==> config.mk <==
export PLATFORM = sky130hd
export DESIGN_NAME = instr_encoder
export DESIGN_NICKNAME = d
export VERILOG_FILES = /design/src/rtl/isa_pkg.sv /design/src/rtl/sync_fifo.sv /design/src/rtl/instr_encoder.sv
export SDC_FILE = /design/constraint.sdc
export NUM_CORES = 1
export LEC_CHECK = 0
export BUFFER_PORTS_ARGS = -buffer_cell sky130_fd_sc_hd__clkbuf_2
export CAP_MARGIN = 20
export CORE_UTILIZATION = 45
export DETAILED_ROUTE_END_ITERATION = 7
export GPL_TIMING_DRIVEN = 1
export PLACE_DENSITY_LB_ADDON = 0.3
export SYNTH_ARGS = -nofsm -noshare
export SYNTH_HDL_FRONTEND = slang
export SYNTH_HIERARCHICAL = 1
export SYNTH_SLANG_ARGS = --single-unit
export TNS_END_PERCENT = 30
==> constraint.sdc <==
create_clock -name clk -period 7.6 [get_ports clk]
set_clock_uncertainty 0.1 [all_clocks]
set_input_delay 1.52 -clock clk [delete_from_list [all_inputs] [get_ports clk]]
set_output_delay 1.52 -clock clk [all_outputs]
set_load 0.05 [all_outputs]
==> src/rtl/isa_pkg.sv <==
// Shared ISA definitions: field positions/widths, ALU opcodes and helpers.
// Used by the instruction encoder and the matching decoder.
package isa_pkg;

  localparam int unsigned INSTR_W = 32;
  localparam int unsigned IMM_W   = 32;
  localparam int unsigned OP_W    = 3;
  localparam int unsigned REG_W   = 5;
  localparam int unsigned PAD_W   = 9;
  localparam int unsigned FN_W    = 5;

  localparam int unsigned OP_LSB  = 29;
  localparam int unsigned RS1_LSB = 24;
  localparam int unsigned RS2_LSB = 19;
  localparam int unsigned RD_LSB  = 14;
  localparam int unsigned PAD_LSB = 5;
  localparam int unsigned FN_LSB  = 0;

  typedef enum logic [2:0] {
    ALU_ADD  = 3'b000,
    ALU_SUB  = 3'b001,
    ALU_AND  = 3'b010,
    ALU_OR   = 3'b011,
    ALU_XOR  = 3'b100,
    ALU_SLT  = 3'b101,
    ALU_ADDI = 3'b110,
    ALU_SHLI = 3'b111
  } alu_op_e;

  // Immediate-carrying operations: only these place imm[4:0] in the function field.
  function automatic logic is_imm_op(input logic [OP_W-1:0] op);
    logic r;
    case (op)
      ALU_ADDI: r = 1'b1;
      ALU_SHLI: r = 1'b1;
      default:  r = 1'b0;
    endcase
    return r;
  endfunction

  // The immediate fits the function field only if all upper bits are clear.
  function automatic logic imm_in_range(input logic [IMM_W-1:0] imm);
    return (imm[IMM_W-1:FN_W] == {(IMM_W-FN_W){1'b0}});
  endfunction

  // Pack one instruction word; the immediate is truncated to the function field.
  function automatic logic [INSTR_W-1:0] encode(
    input logic [OP_W-1:0]  op,
    input logic [REG_W-1:0] rs1,
    input logic [REG_W-1:0] rs2,
    input logic [REG_W-1:0] rd,
    input logic [FN_W-1:0]  imm_lo
  );
    logic [INSTR_W-1:0] w;
    w = {INSTR_W{1'b0}};
    w[OP_LSB  +: OP_W]  = op;
    w[RS1_LSB +: REG_W] = rs1;
    w[RS2_LSB +: REG_W] = rs2;
    w[RD_LSB  +: REG_W] = rd;
    w[PAD_LSB +: PAD_W] = {PAD_W{1'b0}};
    w[FN_LSB  +: FN_W]  = is_imm_op(op) ? imm_lo : {FN_W{1'b0}};
    return w;
  endfunction

endpackage

==> src/rtl/sync_fifo.sv <==
// Synchronous FIFO with flop storage, async active-low reset and synchronous flush.
// Head entry is read straight from the storage flops, so it is registered.
module sync_fifo #(
  parameter int unsigned WIDTH = 8,
  parameter int unsigned DEPTH = 4
) (
  input  logic                       clk,
  input  logic                       rst_n,
  input  logic                       flush,
  input  logic                       push,
  input  logic [WIDTH-1:0]           wdata,
  input  logic                       pop,
  output logic [WIDTH-1:0]           rdata,
  output logic [$clog2(DEPTH):0]     count
);

  localparam int unsigned PW = $clog2(DEPTH);
  localparam int unsigned CW = PW + 1;

  logic [WIDTH-1:0] mem_q [DEPTH];
  logic [PW-1:0]    wptr_q;
  logic [PW-1:0]    rptr_q;
  logic [CW-1:0]    count_q;
  logic [CW-1:0]    count_d;
  logic             push_s;
  logic             pop_s;

  // Refuse to overflow or underflow regardless of what the caller requests.
  assign push_s = push && (count_q != CW'(DEPTH));
  assign pop_s  = pop  && (count_q != {CW{1'b0}});

  // Occupancy next-state: flush wins, push+pop together leaves it unchanged.
  always_comb begin
    count_d = count_q;
    if (flush) begin
      count_d = {CW{1'b0}};
    end else if (push_s && !pop_s) begin
      count_d = count_q + CW'(1);
    end else if (pop_s && !push_s) begin
      count_d = count_q - CW'(1);
    end else begin
      count_d = count_q;
    end
  end

  // Storage, pointers and occupancy registers.
  always_ff @(posedge clk or negedge rst_n) begin
    if (!rst_n) begin
      for (int i = 0; i < int'(DEPTH); i++) begin
        mem_q[i] <= {WIDTH{1'b0}};
      end
      wptr_q  <= {PW{1'b0}};
      rptr_q  <= {PW{1'b0}};
      count_q <= {CW{1'b0}};
    end else if (flush) begin
      wptr_q  <= {PW{1'b0}};
      rptr_q  <= {PW{1'b0}};
      count_q <= {CW{1'b0}};
    end else begin
      if (push_s) begin
        mem_q[wptr_q] <= wdata;
        wptr_q        <= wptr_q + PW'(1);
      end
      if (pop_s) begin
        rptr_q <= rptr_q + PW'(1);
      end
      count_q <= count_d;
    end
  end

  assign rdata = mem_q[rptr_q];
  assign count = count_q;

endmodule

==> src/rtl/instr_encoder.sv <==
// Instruction encoder: packs ALU field tuples into 32-bit words, tags each
// with a sequence address and buffers them in a small FIFO.
// Optional immediate range check enabled by macro INSTR_ENC_RANGE_CHECK_EN.
module instr_encoder
  import isa_pkg::*;
#(
  parameter int unsigned DEPTH = 4,
  parameter int unsigned AW    = 8
) (
  input  logic                    clk,
  input  logic                    rst_n,
  input  logic                    flush,
  input  logic                    in_valid,
  output logic                    in_ready,
  input  logic [OP_W-1:0]         alu_op,
  input  logic [REG_W-1:0]        rs1,
  input  logic [REG_W-1:0]        rs2,
  input  logic [REG_W-1:0]        rd,
  input  logic [IMM_W-1:0]        imm,
  output logic                    out_valid,
  input  logic                    out_ready,
  output logic [INSTR_W-1:0]      instr,
  output logic [AW-1:0]           instr_addr,
  output logic [$clog2(DEPTH):0]  count,
  output logic                    err
);

  localparam int unsigned CW = $clog2(DEPTH) + 1;
  localparam int unsigned FW = INSTR_W + AW;

  logic [AW-1:0]      addr_q;
  logic [AW-1:0]      addr_d;
  logic [INSTR_W-1:0] enc_s;
  logic               range_bad_s;
  logic               accept_s;
  logic               push_s;
  logic               pop_s;
  logic [FW-1:0]      rdata_s;
  logic [CW-1:0]      count_s;

  assign enc_s = encode(alu_op, rs1, rs2, rd, imm[FN_W-1:0]);

  // Handshake depends only on registered occupancy, never on out_ready.
  assign in_ready  = (count_s < CW'(DEPTH));
  assign out_valid = (count_s != {CW{1'b0}});
  assign accept_s  = in_valid && in_ready && !flush;
  assign push_s    = accept_s && !range_bad_s;
  assign pop_s     = out_valid && out_ready && !flush;

`ifdef INSTR_ENC_RANGE_CHECK_EN
  logic err_q;
  logic err_d;

  assign range_bad_s = is_imm_op(alu_op) && !imm_in_range(imm);

  // Sticky error: set by a rejected tuple, cleared only by flush or reset.
  always_comb begin
    err_d = err_q;
    if (flush) begin
      err_d = 1'b0;
    end else if (accept_s && range_bad_s) begin
      err_d = 1'b1;
    end else begin
      err_d = err_q;
    end
  end

  // Error state register.
  always_ff @(posedge clk or negedge rst_n) begin
    if (!rst_n) begin
      err_q <= 1'b0;
    end else begin
      err_q <= err_d;
    end
  end

  assign err = err_q;
`else
  logic imm_hi_unused_s;

  // Upper immediate bits are simply dropped in this build.
  assign imm_hi_unused_s = ^imm[IMM_W-1:FN_W];
  assign range_bad_s     = 1'b0;
  assign err             = 1'b0;
`endif

  // Sequence address: advances only on buffered words, wraps modulo 2^AW.
  always_comb begin
    addr_d = addr_q;
    if (flush) begin
      addr_d = {AW{1'b0}};
    end else if (push_s) begin
      addr_d = addr_q + AW'(1);
    end else begin
      addr_d = addr_q;
    end
  end

  // Address counter register.
  always_ff @(posedge clk or negedge rst_n) begin
    if (!rst_n) begin
      addr_q <= {AW{1'b0}};
    end else begin
      addr_q <= addr_d;
    end
  end

  sync_fifo #(
    .WIDTH (FW),
    .DEPTH (DEPTH)
  ) u_fifo (
    .clk   (clk),
    .rst_n (rst_n),
    .flush (flush),
    .push  (push_s),
    .wdata ({addr_q, enc_s}),
    .pop   (pop_s),
    .rdata (rdata_s),
    .count (count_s)
  );

  assign instr      = rdata_s[INSTR_W-1:0];
  assign instr_addr = rdata_s[FW-1:INSTR_W];
  assign count      = count_s;

endmodule

==> summary.txt, run 1 <==
Status
  – Status: finished, final reports clean

Final layout
  – Share of layout cells above drive strength 1: a little over half
  – Reg area: 4380 sq um
  – Area of the multi-input gates: 4080 sq um
  – Finished Cell Area: 9790 sq um
  – Synthesis-to-layout area growth: 13.8%
  – Diodes inserted: 0
  – Fillcell total: 1507
  – Fin nets: 663
  – Util after Layout: 52.3%

Place
  – Area post-placement: roughly 9200 sq um
  – Hpwl dp: between 10 and 15 mm
  – GPL Wtd Cong: 0.733
  – PortBufs: between 70 and 80

Die
  – Chip height: about 140 um
  – Site Rows: 50
  – I/O pins: 101
  – Core area: approximately 19000 sq um
  – Die X: around 140 um
  – Die ar.: 19700 sq um
  – Initial core utilization: 46.0%

Global route
  – Grt total ovfl: 0
  – Vias in the first global route: 5023
  – Initial antenna violation count: 0
  – Pin count of the biggest net entering global routing: between 100 and 150
  – First-pass GRT wire length: 28.3 mm
  – GRT Total Usage: 18.9%

Power
  – VDD IR max: 0.000146 V
  – Final Power: 2.63 mW
  – Pleak: 4.59 nW
  – PwrDens: ~270 nW/um^2

Clocking
  – CTS tree: yes
  – Cts repair resizes: 0
  – Postcts setup bufs: 0
  – Max Buffers Root-to-Sink: 2
  – Clk slew on worst S/H paths: 70 ps
  – CTS buffer count: 17
  – # hold bufs at CTS: 0
  – Sink Count: roughly 180
  – Clk_lat worst skew: 430 ps
  – H-tree levels: 4
  – Root Buffer Master: clkbuf_16

STA
  – Final setup vio count: 0
  – Slew Limit Headroom: a little over a third
  – Tmin final: about 4200 ps
  – Hold Fails Final Rpt: 0
  – Max-slew violations: 0
  – RSZ-0062 raised after global routing: no
  – Fmax: 0.237 GHz
  – Setup Total Neg Slack: 0 ps
  – Hold WS: roughly 410 ps
  – Actual slew at the worst max-slew pin: 962 ps
  – Fin crit share: between 50% and 60%

Critical path
  – Reg2reg setup slack: 4560 ps
  – Critical path class: reg2out
  – Worst path arrival time: approximately 2600 ps
  – Crit path max fanout: 30
  – CP startpoint: u_fifo/rptr_q[0]$_DFFE_PN0P_
  – Setup crit end kind: output pin
  – Startpoint Class: flop
  – Launch point of the worst reg-to-reg path: u_fifo/count[2]$_DFFE_PN0P_
  – Req. time, crit path: roughly 6000 ps
  – Reg-to-reg endpoint: u_fifo/mem_q[2]$_DFFE_PN0P_
  – R2r worst-path depth: 6

Logic synthesis
  – Synth top area cells: dfrtp_1 (51%), mux2_4 (28%), mux4_2 (10%), buf_6 (2.1%), nor4b_4 (1.1%)
  – Top cells by count, synth: dfrtp_1 (175), mux2_4 (160), mux4_2 (40), buf_6 (16), nor2_1 (13)
  – Most frequent cell after synthesis: dfrtp_1
  – Avg Inst Size Synth: roughly 17 sq um
  – Post-synthesis sequential area ratio: 50.9%
  – Post-synth top area cell: dfrtp_1
  – Mapped cell area: 8610 sq um
  – Yosys cell types: 43
  – Cells after Synth: 496
  – Post-synth EDFFs: 0
  – Yosys warning count: 6
  – Share of synthesized flip-flops with an asynchronous set or reset: 100%
  – Area fraction of the dominant cell type after synthesis: 50.9%
  – Seq cells post-synth: 175
  – Ys flop type: dfrtp_1

Min path
  – Worst Hold End: u_fifo/mem_q[10]$_DFFE_PN0P_
  – Worst hold stages: 1
  – Hold Path Origin: u_fifo/mem_q[10]$_DFFE_PN0P_
  – Worst hold-check path type: reg2reg

Routing
  – Via-per-instance ratio: 5.28
  – Post-route DRC: 0
  – Vias: approximately 4500
  – Drt first pass iters: 4
  – WL/cell: around 20 um
  – Post-DRT Antenna Nets: 0
  – WL final: 17.1 mm
  – Initial detailed-routing violation count: 218

Flow run
  – Max-cap violations: 0
[logic make-up (layout without fill, tap and decap cells)]
group           Yosys count  after routing  share of synthesized area, %
xor+xnor                  4              4                         0.407
mux                     204            204                          38.9
fa+ha+maj                 6              6                         0.959
simple gates             43             43                          3.97
other cells               1             37                        0.0436
compound gates           22             22                          1.54
buf+inv                  41            123                          3.33
flops                   175            175                          50.9
[cell type report]
type	instances	area share [%]
sequential	175	44.7
multi-input combinational	316	41.6
clock inverter	11	0.933
timing repair buffer	83	4.59
clock buffer	20	4.77
tap	234	2.99
inverter	9	0.345
[report_power, final]
group,internal (mW),switching [mW]
clock network,0.472,0.355
registers,1.06,0.0853
logic,0.291,0.364
total,1.83,0.804
[worst max-delay path by stage]
stage | to | cells past startpoint
after floorplan | u_fifo/count[2]$_DFFE_PN0P_ | 8
after global placement | u_fifo/mem_q[4]$_DFFE_PN0P_ | 6
after detailed placement | u_fifo/mem_q[4]$_DFFE_PN0P_ | 6
after CTS | instr_addr[6] | 3
after global routing | instr_addr[6] | 3
final | instr_addr[6] | 3
[routing by layer]
layer / vias to the layer above / wire [um] / track usage (%)
met1: 2378 / 8040 / 25.4
li1: 2004 / - / -
met2: 74 / 8160 / 29.8
met3: 18 / 640 / 4.72
met4: 0 / 242 / 6.88
met5: - / 0 / 0
[layout by cell type, fill, tap and decap left out, types with 2 or more instances in the layout]
master | Yosys | routed
a21oi_1 | 7 | 7
and3_1 | 5 | 5
buf_4 | 1 | 11
clkbuf_16 | 0 | 17
clkbuf_2 | 0 | 71
clkbuf_8 | 0 | 3
clkinv_2 | 0 | 6
clkinvlp_4 | 0 | 3
conb_1 | 1 | 37
dfrtp_1 | 175 | 173
dfrtp_2 | 0 | 2
ha_1 | 5 | 5
inv_1 | 8 | 8
mux2_2 | 2 | 2
mux2_4 | 160 | 160
mux2i_1 | 2 | 2
mux4_2 | 40 | 40
nand3_1 | 3 | 3
nand4_1 | 2 | 2
nor2_1 | 13 | 13
nor4b_4 | 4 | 4
o21ai_0 | 8 | 8
o31ai_1 | 2 | 2
or3_1 | 3 | 3
or3_2 | 2 | 2
xor2_1 | 3 | 3
[worst max-delay path: stages (launching register included)]
cell	delay (ps)
dfrtp_2	640
buf_4	620
mux4_2	620
clkbuf_2	260
[flip-flops by register name, summed over array words and instances, names as in the netlist]
signal / flops
addr_q: 8
u_fifo/count: 3
u_fifo/mem_q: 160
u_fifo/rptr_q: 2
u_fifo/wptr_q: 2
[stage by stage]
step / instances / worst slack [ps]
floorplan: 532 / 4200
global placement: 817 / 3520
detailed placement: 817 / 3450
CTS: 848 / 3270
global route: 848 / 3180
finish: 848 / 3380
Power figures use the tool's default switching activity.
==> inputs of run 2 (changes only) <==
Clock period 7.6 ns to 4.4 ns, I/O delays scaled along.
==> run 2 against run 1 <==
Critical path depth unchanged. Core utilization grew 0.53 points. Global-route usage increased by 0.095 points. Via count increased by 2.2%. Non-clock buffer count is 5 higher. Worst hold slack worse by 250 ps. Sequential share of layout area down 0.45 points. Die area is the same. Count of clock-buffer cells in the layout is 6 higher. Power increased by 76%. First-iteration DRC count up 58%. Critical endpoint is now instr[13]. Largest power group unchanged.
==> summary.txt, run 2 (synthesized netlist as in run 1, its figures left out) <==
Status
  – Status: finished, final reports clean

Global route
  – Grt total ovfl: 0
  – Grt met1 use: approximately 25%
  – Pin count of the biggest net entering global routing: 112
  – GRT Max-Usage Layer: met2
  – Initial antenna violation count: 0
  – Met2 Track Usage GR: 30.4%
  – Vias in the first global route: slightly above 5000
  – GRT Total Usage: 19.0%
  – First-pass GRT wire length: 28.6 mm
  – Global Route met3 Usage: roughly 5.0%

Clocking
  – Root Buffer Master: clkbuf_16
  – Clk_lat worst skew: 420 ps
  – Sink Count: 175
  – Postcts setup bufs: 0
  – H-tree levels: 4
  – Cts repair resizes: 0
  – CTS buffer count: 17
  – CTS tree: yes
  – Max Buffers Root-to-Sink: 2
  – # hold bufs at CTS: 0
  – Clk slew on worst S/H paths: 60 ps

Critical path
  – Worst path arrival time: between 2000 and 2500 ps
  – Reg-to-reg endpoint: u_fifo/mem_q[151]$_DFFE_PN0P_
  – Launch point of the worst reg-to-reg path: u_fifo/count[2]$_DFFE_PN0P_
  – Setup crit end kind: output pin
  – Critical path class: reg2out
  – End point of the critical path: instr[13]
  – R2r worst-path depth: 6
  – Reg2reg setup slack: 1470 ps
  – CP startpoint: u_fifo/rptr_q[0]$_DFFE_PN0P_
  – Startpoint Class: flop
  – Crit path max fanout: 27
  – Req. time, crit path: 3420 ps

Power
  – Pleak: 4.63 nW
  – PwrDens: 467 nW/um^2
  – VDD IR max: 0.000290 V

Die
  – I/O pins: around 100
  – Site Rows: 50
  – Die ar.: 19700 sq um
  – Initial core utilization: 46.0%
  – Die X: 140 um
  – Core area: 18700 sq um
  – Chip height: roughly 140 um

Routing
  – WL/cell: 20.0 um
  – Drt first pass iters: 4
  – WL final: 17.1 mm
  – Initial detailed-routing violation count: roughly 350
  – Post-DRT Antenna Nets: 0
  – Post-route DRC: 0
  – Via-per-instance ratio: 5.36
  – Vias: ~4600

STA
  – Tmin final: between 3000 and 4000 ps
  – Hold Fails Final Rpt: 0
  – Fin crit share: approximately three quarters
  – Max-slew violations: 0
  – Fmax: a little under 0.3 GHz
  – Setup Total Neg Slack: 0 ps
  – Actual slew at the worst max-slew pin: 646 ps
  – Final setup vio count: 0
  – RSZ-0062 raised after global routing: no
  – Final WS setup: 1030 ps
  – Slew Limit Headroom: 56.9%

Final layout
  – Share of layout cells above drive strength 1: around 53%
  – Fin nets: roughly 670
  – Top reg by flops: u_fifo/mem_q
  – Most common cell after layout, fill and taps aside: dfrtp_1
  – Commonest cells after routing, fill and taps aside: dfrtp_1 (173), mux2_4 (160), clkbuf_2 (71)
  – Synthesis-to-layout area growth: 14.9%
  – Max FFs per register: 160
  – Finished Cell Area: around 9900 sq um
  – Diodes inserted: 0

Place
  – Area post-placement: approximately 9300 sq um
  – DP Worst Slack: 1030 ps
  – PortBufs: 72
  – GPL Wtd Cong: around 0.77
  – Hpwl dp: 10.6 mm

Flow run
  – Max-cap violations: 0

Min path
  – Worst hold-check path type: in2async
==> run 2: cell types whose count changed in the layout (fill, tap and decap cells not counted) <==
cell / delta
clkbuf_8: +2
buf_4: +3
clkinvlp_4: -2
clkbuf_1: +4
bufinv_16: +1
clkinv_2: -4
clkinv_4: -1
buf_12: +1
buf_16: +1
==> run 2: stage by stage <==
stage               power (mW)  hold slack, ps  instances  util, %
finish                    4.62             154        853     52.9
global route              4.82             134        853     52.9
CTS                       4.67             406        852     52.7
detailed placement        3.14             388        821     49.6
global placement          3.11             388        821     49.6
floorplan                 2.88             376        532        -
==> run 2: critical path, stage by stage, from the launching register on <==
cell and delay (ps):
dfrtp_2 790, buf_12 340, mux4_2 560, clkbuf_2 270
==> run 2: worst min path at each step <==
stage / from / end / slack, ps / cells after the start
floorplan: u_fifo/mem_q[40]$_DFFE_PN0P_ / u_fifo/mem_q[40]$_DFFE_PN0P_ / 380 / 1
global placement: u_fifo/mem_q[72]$_DFFE_PN0P_ / u_fifo/mem_q[72]$_DFFE_PN0P_ / 390 / 1
detailed placement: u_fifo/mem_q[69]$_DFFE_PN0P_ / u_fifo/mem_q[69]$_DFFE_PN0P_ / 390 / 1
CTS: u_fifo/mem_q[71]$_DFFE_PN0P_ / u_fifo/mem_q[71]$_DFFE_PN0P_ / 410 / 1
global route: rst_n / u_fifo/mem_q[7]$_DFFE_PN0P_ / 130 / 1
finish: rst_n / u_fifo/mem_q[7]$_DFFE_PN0P_ / 150 / 1
==> run 2: layout make-up <==
class                      count  area [sq um]
multi-input combinational    316          4080
sequential                   175          4380
clock buffer                  26           509
clock inverter                 5          77.6
fill                        1514          8810
inverter                       9          33.8
tap                          234           293
timing repair buffer          88           519
==> run 2: where the power goes <==
part	switching [mW]	total, mW	internal [mW]
logic	0.629	1.14	0.507
registers	0.144	1.98	1.84
clock network	0.596	1.50	0.908
total	1.37	4.62	3.25
==> run 2: per-layer routing <==
metal | vias to the layer above | part of all wire (%)
met5 | - | 0
met3 | 22 | 4.7
met1 | 2438 | 45
met4 | 0 | 1.4
li1 | 2006 | -
met2 | 105 | 49
==> inputs of run 3 (changes only) <==
Clock period 4.4 ns to 3.5 ns, I/O delays scaled along.
==> run 3 against run 2 <==
Worst setup slack worse by 440 ps. Final cell count up 0.23%. Global-route usage down 0.16 points. Worst hold slack worse by 6.2 ps. Power up 27%. Non-clock buffer count up 1. Combinational power up 26%. Cell area up 0.70%. Routed wire length down 0.23%. Via count down 0.77%. Die area unchanged. Core utilization up 0.37 points.
==> summary.txt, run 3 (synthesized netlist as in run 1, its figures left out) <==
Status
  – Status: finished, final reports clean

Critical path
  – Critical path class: reg2out
  – Reg2reg setup slack: 920 ps
  – Reg-to-reg endpoint: u_fifo/count[2]$_DFFE_PN0P_
  – CP startpoint: u_fifo/rptr_q[0]$_DFFE_PN0P_
  – Launch point of the worst reg-to-reg path: u_fifo/count[2]$_DFFE_PN0P_
  – Setup crit end kind: output pin
  – Startpoint Class: flop
  – Crit path max fanout: 24
  – Req. time, crit path: around 2700 ps
  – End point of the critical path: instr_addr[6]
  – R2r worst-path depth: 8
  – Worst path arrival time: 2110 ps

Final layout
  – Most common cell after layout, fill and taps aside: dfrtp_1
  – Fin nets: between 600 and 700
  – Final cell count without fillers: approximately 860
  – Diodes inserted: 0
  – Max FFs per register: 160
  – Util after Layout: 53.2%
  – Commonest cells after routing, fill and taps aside: dfrtp_1 (173), mux2_4 (160), clkbuf_2 (71)
  – Share of layout cells above drive strength 1: between 50% and 60%
  – Synthesis-to-layout area growth: 15.7%
  – Top reg by flops: u_fifo/mem_q

STA
  – Fin crit share: between 80% and 90%
  – Tmin final: between 2000 and 3000 ps
  – Setup Total Neg Slack: 0 ps
  – Slew Limit Headroom: 60.1%
  – Hold Fails Final Rpt: 0
  – RSZ-0062 raised after global routing: no
  – Fmax: about 0.34 GHz
  – Max-slew violations: 0
  – Actual slew at the worst max-slew pin: 598 ps
  – Final setup vio count: 0
  – Hold WS: 148 ps

Place
  – Dpl cells: 823
  – PortBufs: 72
  – Hpwl dp: 10.5 mm
  – GPL Wtd Cong: 0.723

Global route
  – GRT Total Usage: 18.8%
  – First-pass GRT wire length: around 28 mm
  – Grt total ovfl: 0
  – Vias in the first global route: just over 5000
  – Initial antenna violation count: 0
  – Pin count of the biggest net entering global routing: 63

Routing
  – Drt first pass iters: 4
  – Initial detailed-routing violation count: 180
  – Vias: 4536
  – WL/cell: 19.9 um
  – Post-DRT Antenna Nets: 0
  – Post-route DRC: 0
  – Via-per-instance ratio: approximately 5.3
  – WL final: 17.0 mm

Min path
  – Worst hold-check path type: in2async

Power
  – Sw frac: 29.6%
  – Gate power share: 24.5%
  – Pleak: 4.64 nW
  – Flop pwr share: 42.4%
  – VDD IR max: 0.000384 V
  – Int Pwr: 4.14 mW
  – PwrDens: 591 nW/um^2
  – Psw: 1.74 mW
  – Clock power frac: between 30 and 40%

Die
  – Core area: 18700 sq um
  – Site Rows: 50
  – Chip height: 140 um
  – Die X: 140 um
  – I/O pins: 101
  – Initial core utilization: between 40% and 50%
  – Die ar.: 19700 sq um

Clocking
  – Root Buffer Master: clkbuf_16
  – Clk slew on worst S/H paths: 60 ps
  – Clk_lat worst skew: 420 ps
  – Postcts setup bufs: 0
  – CTS buffer count: 17
  – CTS tree: yes
  – Sink Count: 175
  – Cts repair resizes: 0
  – H-tree levels: 4
  – # hold bufs at CTS: 0
  – Max Buffers Root-to-Sink: 2

Flow run
  – Max-cap violations: 0
## run 3: layout make-up
type	count	area [sq um]
clock buffer	21	440
tap	234	293
sequential	175	4380
clock inverter	11	165
timing repair buffer	89	569
multi-input combinational	316	4080
fill	1493	8750
inverter	9	33.8
## run 3: worst min path at each step
stage | from | to | slack, ps | depth (start not counted)
global route | rst_n | u_fifo/mem_q[47]$_DFFE_PN0P_ | 170 | 1
floorplan | rst_n | addr_q[0]$_DFFE_PN0P_ | 300 | 0
finish | rst_n | u_fifo/mem_q[47]$_DFFE_PN0P_ | 150 | 1
CTS | rst_n | u_fifo/mem_q[127]$_DFFE_PN0P_ | 170 | 1
detailed placement | u_fifo/mem_q[70]$_DFFE_PN0P_ | u_fifo/mem_q[70]$_DFFE_PN0P_ | 390 | 1
global placement | u_fifo/mem_q[55]$_DFFE_PN0P_ | u_fifo/mem_q[55]$_DFFE_PN0P_ | 390 | 1
## run 3: per-layer routing
metal	global-route usage, %	part of all wire (%)	up-vias
met3	5.06	3.8	9
li1	-	-	2018
met2	30.2	50	75
met1	25.1	46	2434
met5	0	0	-
met4	5.55	0.89	0
## run 3: power by group through the flow
stage                     sequential [mW]  clock (mW)  combinational (mW)
after floorplan                      2.47           0                1.16
final                                2.49        1.95                1.44
after detailed placement             2.52           0                1.45
after CTS                            2.49        2.00                1.46
after global routing                 2.53        2.09                1.52
after global placement               2.50           0                1.42
## run 3: through the flow
step	total power [mW]	setup slack [ps]	area (sq um)
floorplan	3.62	499	8740
global placement	3.91	747	9350
detailed placement	3.97	722	9350
CTS	5.95	540	9960
global route	6.14	471	9960
finish	5.88	585	9960
## run 3: critical path, stage by stage (launching register included)
cell and delay, ps:
dfrtp_2 360, buf_4 440, mux4_2 620, clkbuf_2 260
